--- src/rtl/fetch_unit.sv ---
// Instruction-fetch stage: owns the PC, issues one request at a time to a
// variable-latency instruction memory, and holds the returned word for decode.
module fetch_unit #(
  parameter logic [31:0] RESET_PC = 32'h0000_0000
) (
  input  logic        clk,
  input  logic        reset,
  output logic        imem_req,
  output logic [31:0] imem_addr,
  input  logic        imem_ack,
  input  logic [31:0] imem_rdata,
  input  logic        stall,
  input  logic        Branch,
  input  logic        Zero,
  input  logic        Jump,
  input  logic [31:0] branch_offset,
  output logic [31:0] instr,
  output logic [5:0]  op,
  output logic        instr_valid,
  output logic [31:0] pc_out,
  output logic [31:0] pc_plus4
);

  localparam logic [1:0] BOOT = 2'd0;
  localparam logic [1:0] REQ  = 2'd1;
  localparam logic [1:0] HOLD = 2'd2;

  logic [1:0]  state_q, state_d;
  logic [31:0] pc_q, pc_d;
  logic [31:0] instr_q, instr_d;
  logic        instr_valid_q, instr_valid_d;
  logic [31:0] next_pc;

  // Jump beats a taken branch; all adds wrap modulo 2^32.
  function automatic logic [31:0] calc_next_pc(
    input logic [31:0]        seq_pc,
    input logic [31:0]        held,
    input logic               br,
    input logic               z,
    input logic               jp,
    input logic signed [31:0] off
  );
    logic signed [31:0] scaled;
    scaled = off <<< 2;
    if (jp)
      return {seq_pc[31:28], held[25:0], 2'b00};
    else if (br && z)
      return seq_pc + $unsigned(scaled);
    else
      return seq_pc;
  endfunction

  assign pc_plus4 = pc_q + 32'd4;
  assign next_pc  = calc_next_pc(pc_plus4, instr_q, Branch, Zero, Jump,
                                 $signed(branch_offset));

  always_comb begin
    state_d       = state_q;
    pc_d          = pc_q;
    instr_d       = instr_q;
    instr_valid_d = instr_valid_q;
    case (state_q)
      BOOT: state_d = REQ;
      REQ: begin
        if (imem_ack) begin
          instr_d       = imem_rdata;
          instr_valid_d = 1'b1;
          state_d       = HOLD;
        end
      end
      HOLD: begin
        if (!stall) begin
          pc_d          = next_pc;
          instr_valid_d = 1'b0;
          state_d       = REQ;
        end
      end
      default: state_d = BOOT;
    endcase
  end

  // Reset abandons any outstanding request and discards the held word.
  always_ff @(posedge clk) begin
    if (reset) begin
      state_q       <= BOOT;
      pc_q          <= RESET_PC;
      instr_q       <= 32'd0;
      instr_valid_q <= 1'b0;
    end else begin
      state_q       <= state_d;
      pc_q          <= pc_d;
      instr_q       <= instr_d;
      instr_valid_q <= instr_valid_d;
    end
  end

  assign imem_req    = (state_q == REQ);
  assign imem_addr   = pc_q;
  assign instr       = instr_q;
  assign op          = instr_q[31:26];
  assign instr_valid = instr_valid_q;
  assign pc_out      = pc_q;

endmodule

--- config.mk ---
export PLATFORM = sky130hd
export DESIGN_NAME = fetch_unit
export DESIGN_NICKNAME = d
export VERILOG_FILES = /design/src/rtl/fetch_unit.sv
export SDC_FILE = /design/constraint.sdc
export NUM_CORES = 1
export LEC_CHECK = 0
export CORE_UTILIZATION = 49
export DETAILED_ROUTE_END_ITERATION = 10
export PLACE_DENSITY_LB_ADDON = 0.05
export SETUP_SLACK_MARGIN = 0.3
export SKIP_CTS_REPAIR_TIMING = 1
export SLEW_MARGIN = 20
export SYNTH_ARGS = -nofsm -noshare
export SYNTH_HDL_FRONTEND = slang
export SYNTH_SLANG_ARGS = --single-unit
--- constraint.sdc ---
create_clock -name clk -period 6.1 [get_ports clk]
set_input_delay 1.22 -clock clk [delete_from_list [all_inputs] [get_ports clk]]
set_output_delay 1.22 -clock clk [all_outputs]
set_load 0.05 [all_outputs]
==> flow_summary.yaml, run 1 <==
outcome:
  status: "complete, no violations"
power_and_ir_drop:
  p_comb_share_pct: 26.3
  power.static_leakage_nw: 2.93
  p_seq_share_pct: 34.0
  swShare_pct: 32.0
  power.switching_uw: 432
  p_total_mw: 1.35
  power_density_mw_per_mm2: 176
  intPower_uw: 921
  irDropWorstVdd_mv: 0.171
  p_clk_share_pct: 39.7
grt:
  grt_max_degree: 66
  grt_pass1_wl_mm: 29.3
  grt.overflow.total: 0
  grt_pass1_vias: 5682
  gr-usage-all-layers_pct: 32.1
  antenna_found_initial: 0
clocking:
  clk_pin_slew_worst_paths_ns: 0.05
  clkLatencyLatePin_ns: 0.33
  cts_buffers: 9
  htree_levels: 3
  root_buffer: "clkbuf_16"
  cts_buffer_depth: 2
  clock-sinks: 65
  tritoncts: "built"
timing:
  finClkSkew_ns: 0.00682
  maxSlewViolCount: 0
  tightest_slew_ns: 0.936
  max_freq_ghz: 0.219
  period_minus_slack_ns: 4.57
  setup_viol: 0
  setup_tns_ns: 0
  rsz0062_at_grt: "no"
  hold_ws_ns: 0.467
  hold_viol: 0
  max-slew-margin-rel_pct: 37.4
  fin_ws_ns: 1.53
  finalCritPeriodShare_pct: 74.9
cells_and_area:
  num-nets-final: 1014
  final_util_pct: 70.0
  antenna_cells: 0
  final_cells: 1051
  final_area_mm2: 0.00769
  areaGrowthSynthToFinish_pct: 37.2
  drive_gt1_share_pct: 5.38
route:
  drc: 0
  routed_wl_mm: 19.2
  wire_per_inst_um: 18.3
  drtAntennaViolNets: 0
  via_per_inst: 5.96
  vias: 6265
  first_pass_iters: 6
  drtIter0Drc: 836
min_path:
  hold_depth: 2
  timing.hold.worst.start: "instr[20]"
  holdCritPathClass: "flip-flop to flip-flop"
  holdPathEnd: "instr[20]"
setup_path:
  worst_ep_arrival_time_ns: 3.35
  reg2reg_from: "imem_addr[2]"
  cp-start-kind: "flip-flop"
  rr_endpoint: "imem_addr[31]"
  r2r_slack_ns: 1.85
  required_ns: 4.88
  cp-end-kind: "primary output"
  worstSetupPathType: "flip-flop to primary output"
  ff2ff_path_depth: 15
  cp_max_fo: 8
logic_synthesis:
  seq_area_frac_synth_pct: 23.2
  syn_avg_cell_area_um2: 7.35
  synth_area_mm2: 0.00561
  synth_top_area_share_pct: 23.2
  synth_mux_area_share_pct: 1.29
  synthFlopType: "dfxtp_1"
  synth_seq_cells: 65
  synth_top_family_by_area: "simple AND/OR/NAND/NOR gates"
  ys_types: 78
  synth_compound_area_share_pct: 25.1
  yosysTopAreaCell: "dfxtp_1"
  synth_edf_count: 0
  ys_async_sr_fraction_pct: 0
  yosysWarnings: 0
  syn_inst: 763
  synth_area_leaders: "dfxtp_1 23%, nand2_1 9.0%, ha_1 8.0%"
  synth-simple-area-share_pct: 26.2
  synth-xor-area-share_pct: 6.72
  synthAdderAreaFrac_pct: 8.39
die:
  die-width_um: 109
  io_pins: 207
  die_area_mm2: 0.0119
  placementRows: 38
  core_area_mm2: 0.0110
  start_util_pct: 51.0
  dieHeight_um: 109
placed_design:
  hpwl_mm: 14.7
  place_ws_ns: 1.85
  port_buffers: 198
  place_congestion: 0.928
  place_area_mm2: 0.00737
  placed_cells: 1035
flow_run:
  maxCapViolations: 0
synth_stat cells, types with 7 or more instances:
cell type  instances
a211oi_1           9
a21o_1            11
a21oi_1           80
and3_1            11
buf_4             42
clkbuf_1          28
dfxtp_1           65
ha_1              36
inv_1             14
nand2_1          134
nand2b_1           9
nand3_1           32
nand4_1           13
nor2_1            52
nor3_1            12
nor4_1             8
o211ai_1          14
o21ai_0           28
o21ai_1            7
xnor2_1           29
xor2_1            14
cells in the final DEF (no fill, tap or decap), types with 6 or more instances in the layout:
cell type and instances:
nand2_1 133, xor2_1 14, a21oi_1 80, ha_1 36
clkbuf_16 9, nand2b_1 9, xnor2_1 29, clkdlybuf4s50_1 197
a21o_1 11, o21ai_1 7, nor2_1 52, and3_1 11
nand4_1 13, o21ai_0 28, nand3_1 32, conb_1 6
o211ai_1 14, a211oi_1 9, inv_1 14, nor3_1 12
dfxtp_1 65, nor4_1 8
per-layer routing:
layer | up-vias | wire [um] | GRT usage [%]
li1 | 2981 | - | -
met1 | 2880 | 8420 | 44.8
met2 | 359 | 8590 | 49.9
met3 | 45 | 1810 | 5.02
met4 | 0 | 427 | 10.9
met5 | - | 0 | 0
worst max-delay path by stage:
stage,startpoint,to,slack (ns),cells past startpoint
after global placement,branch_offset[0],imem_addr[30],1.91,11
final,imem_addr[7],pc_plus4[23],1.53,6
after floorplan,imem_addr[11],imem_addr[30],1.54,13
after detailed placement,branch_offset[0],imem_addr[30],1.85,11
after CTS,imem_addr[7],pc_plus4[23],1.63,6
after global routing,imem_addr[7],pc_plus4[23],1.42,6
worst max-delay path, stage by stage (launching register included):
cell and delay (ns):
dfxtp_1 0.52, and4_1 0.31, nand3b_1 0.27, nor3_2 0.30, nand4_1 0.16, xnor2_1 0.53
clkdlybuf4s50_1 0.92
power groups by stage:
stage	clock network (mW)	logic [mW]	registers, mW
floorplan	0	0.181	0.514
global placement	0	0.346	0.467
detailed placement	0	0.350	0.468
CTS	0.537	0.353	0.460
global route	0.557	0.378	0.462
finish	0.537	0.356	0.460
registers in the layout (all words and copies together), names as in the netlist:
name         cells
instr           32
imem_addr       30
state_q          2
instr_valid      1
cells by family (layout without fill, tap and decap cells):
family | count (synthesis) | after routing
xor gates and xnor gates | 43 | 43
DFF | 65 | 65
other | 1 | 6
AOI/OAI and AO/OA | 209 | 209
buffers and inverters | 92 | 235
and+or+nand+nor | 309 | 309
adders and majority gates | 37 | 37
muxes | 7 | 7
area by class of cell:
class	instances	area, um2
timing repair buffer	203	2010
clock buffer	12	267
inverter	16	60.1
multi-input combinational	611	3820
fill	897	3290
clock inverter	4	50.0
tap	140	175
sequential	65	1300
Note: power is estimated with default switching activity, not from simulation.
==> run 2: changes to the inputs <==
CORE_UTILIZATION = 46   (was 49)
clock period = 4.6 ns   (was 6.1 ns; I/O delays follow)
==> flow_summary.yaml, run 2 (same netlist as run 1, synthesis figures left out) <==
power_and_ir_drop:
  p_seq_share_pct: 33.4
  intPower_mw: 1.24
  p_total_mw: 1.82
  p_clk_share_pct: 40.6
  power_density_mw_per_mm2: 232
  power.switching_uw: 580
  irDropWorstVdd_mv: 0.274
  p_comb_share_pct: 26.0
  power.static_leakage_nw: 3.07
  swShare_pct: 31.8
cells_and_area:
  final-seq-area_mm2: 0.00130
  antenna_cells: 0
  multiInputGateArea_mm2: 0.00394
  num-nets-final: 1021
  nFillCells: 1003
  largest_reg_flops: 32
  final_common_cell: "clkdlybuf4s50_1"
  final_area_mm2: 0.00787
  drive_gt1_share_pct: 7.63
  final_cell_mix: "196 x clkdlybuf4s50_1, 133 x nand2_1, 80 x a21oi_1"
  areaGrowthSynthToFinish_pct: 40.3
route:
  routed_wl_mm: 19.6
  drtIter0Drc: 624
  drtAntennaViolNets: 0
  drc: 0
  wire_per_inst_um: 18.5
  first_pass_iters: 6
  via_per_inst: 5.89
  vias: 6243
outcome:
  status: "complete, no violations"
die:
  io_pins: 207
  placementRows: 39
  dieHeight_um: 112
  die-width_um: 112
  core_area_mm2: 0.0117
  start_util_pct: 48.1
  die_area_mm2: 0.0126
placed_design:
  place_congestion: 0.904
  place_area_mm2: 0.00749
  place_ws_ns: 0.511
  hpwl_mm: 14.9
  port_buffers: 198
setup_path:
  worstSetupPathType: "flip-flop to primary output"
  worst_ep_arrival_time_ns: 3.14
  cp-start-kind: "flip-flop"
  cp_max_fo: 8
  ff2ff_path_depth: 13
  cp-end-kind: "primary output"
  required_ns: 3.68
timing:
  tightest_slew_ns: 1.10
  max_freq_ghz: 0.246
  rsz0062_at_grt: "no"
  finalCritPeriodShare_pct: 88.3
  period_minus_slack_ns: 4.06
  setup_tns_ns: 0
  maxSlewViolCount: 0
  finClkSkew_ns: 0.00543
  max-slew-margin-rel_pct: 26.8
  hold_viol: 0
  setup_viol: 0
  fin_ws_ns: 0.537
clocking:
  clock-sinks: 65
  root_buffer: "clkbuf_16"
  tritoncts: "built"
  clk_pin_slew_worst_paths_ns: 0.06
  clkLatencyLatePin_ns: 0.33
  htree_levels: 3
  cts_buffers: 9
  cts_buffer_depth: 2
grt:
  grt.overflow.total: 0
  antenna_found_initial: 0
  grt_max_degree: 65
  grt_pass1_wl_mm: 30.3
  gr-usage-all-layers_pct: 30.4
  grt_pass1_vias: 5807
min_path:
  hold_depth: 2
  holdCritPathClass: "flip-flop to flip-flop"
flow_run:
  maxCapViolations: 0
run 2: changes by cell type in the layout (fill, tap and decap cells not counted), sizes merged:
| cell | before | now |
|---|---|---|
| buf | 6 | 13 |
| bufinv | 1 | 2 |
| clkbuf | 12 | 10 |
| clkdlybuf4s50 | 197 | 196 |
| dlymetal6s2s | 0 | 1 |
run 2: area by class of cell:
type | instances | area share, %
inverter | 16 | 0.763
multi-input combinational | 611 | 50.1
timing repair buffer | 210 | 26.3
clock buffer | 10 | 3.04
tap | 143 | 2.27
clock inverter | 5 | 1.02
sequential | 65 | 16.6
run 2: worst max-delay path: stages, from the launching register on:
cell and delay (ns):
dfxtp_1 0.50, and4_1 0.32, nand3_1 0.20, nor3_2 0.33
nand4_1 0.20, xnor2_2 0.38, clkdlybuf4s50_1 0.88
run 2: power groups by stage:
stage                     sequential, mW  clock, mW  combinational (mW)
after floorplan                    0.682          0               0.241
after global placement             0.620          0               0.461
after detailed placement           0.621          0               0.467
after CTS                          0.610      0.741               0.470
after global routing               0.613      0.772               0.502
final                              0.610      0.741               0.474
run 2: final timing paths:
kind                  from             to  slack [ns]
min            instr_valid    instr_valid        0.46
min reg2reg    instr_valid    instr_valid        0.46
max          imem_addr[11]   pc_plus4[23]        0.54
max reg2reg  imem_addr[11]  imem_addr[31]        0.56
run 2: metal layers:
metal  up-vias  track usage (%)  share of wire [%]
li1       2993                -                  -
met1      2903             43.9                 46
met2       318             46.5                 43
met3        29             5.08                8.8
met4         0             8.80                1.7
met5         -                0                  0
run 2: stage by stage:
stage / hold slack, ns / util [%] / cells
finish: 0.463 / 67.5 / 1060
global route: 0.492 / 67.5 / 1060
CTS: 0.462 / 66.9 / 1056
detailed placement: 0.452 / 64.2 / 1041
global placement: 0.444 / 64.2 / 1041
floorplan: 0.502 / - / 768
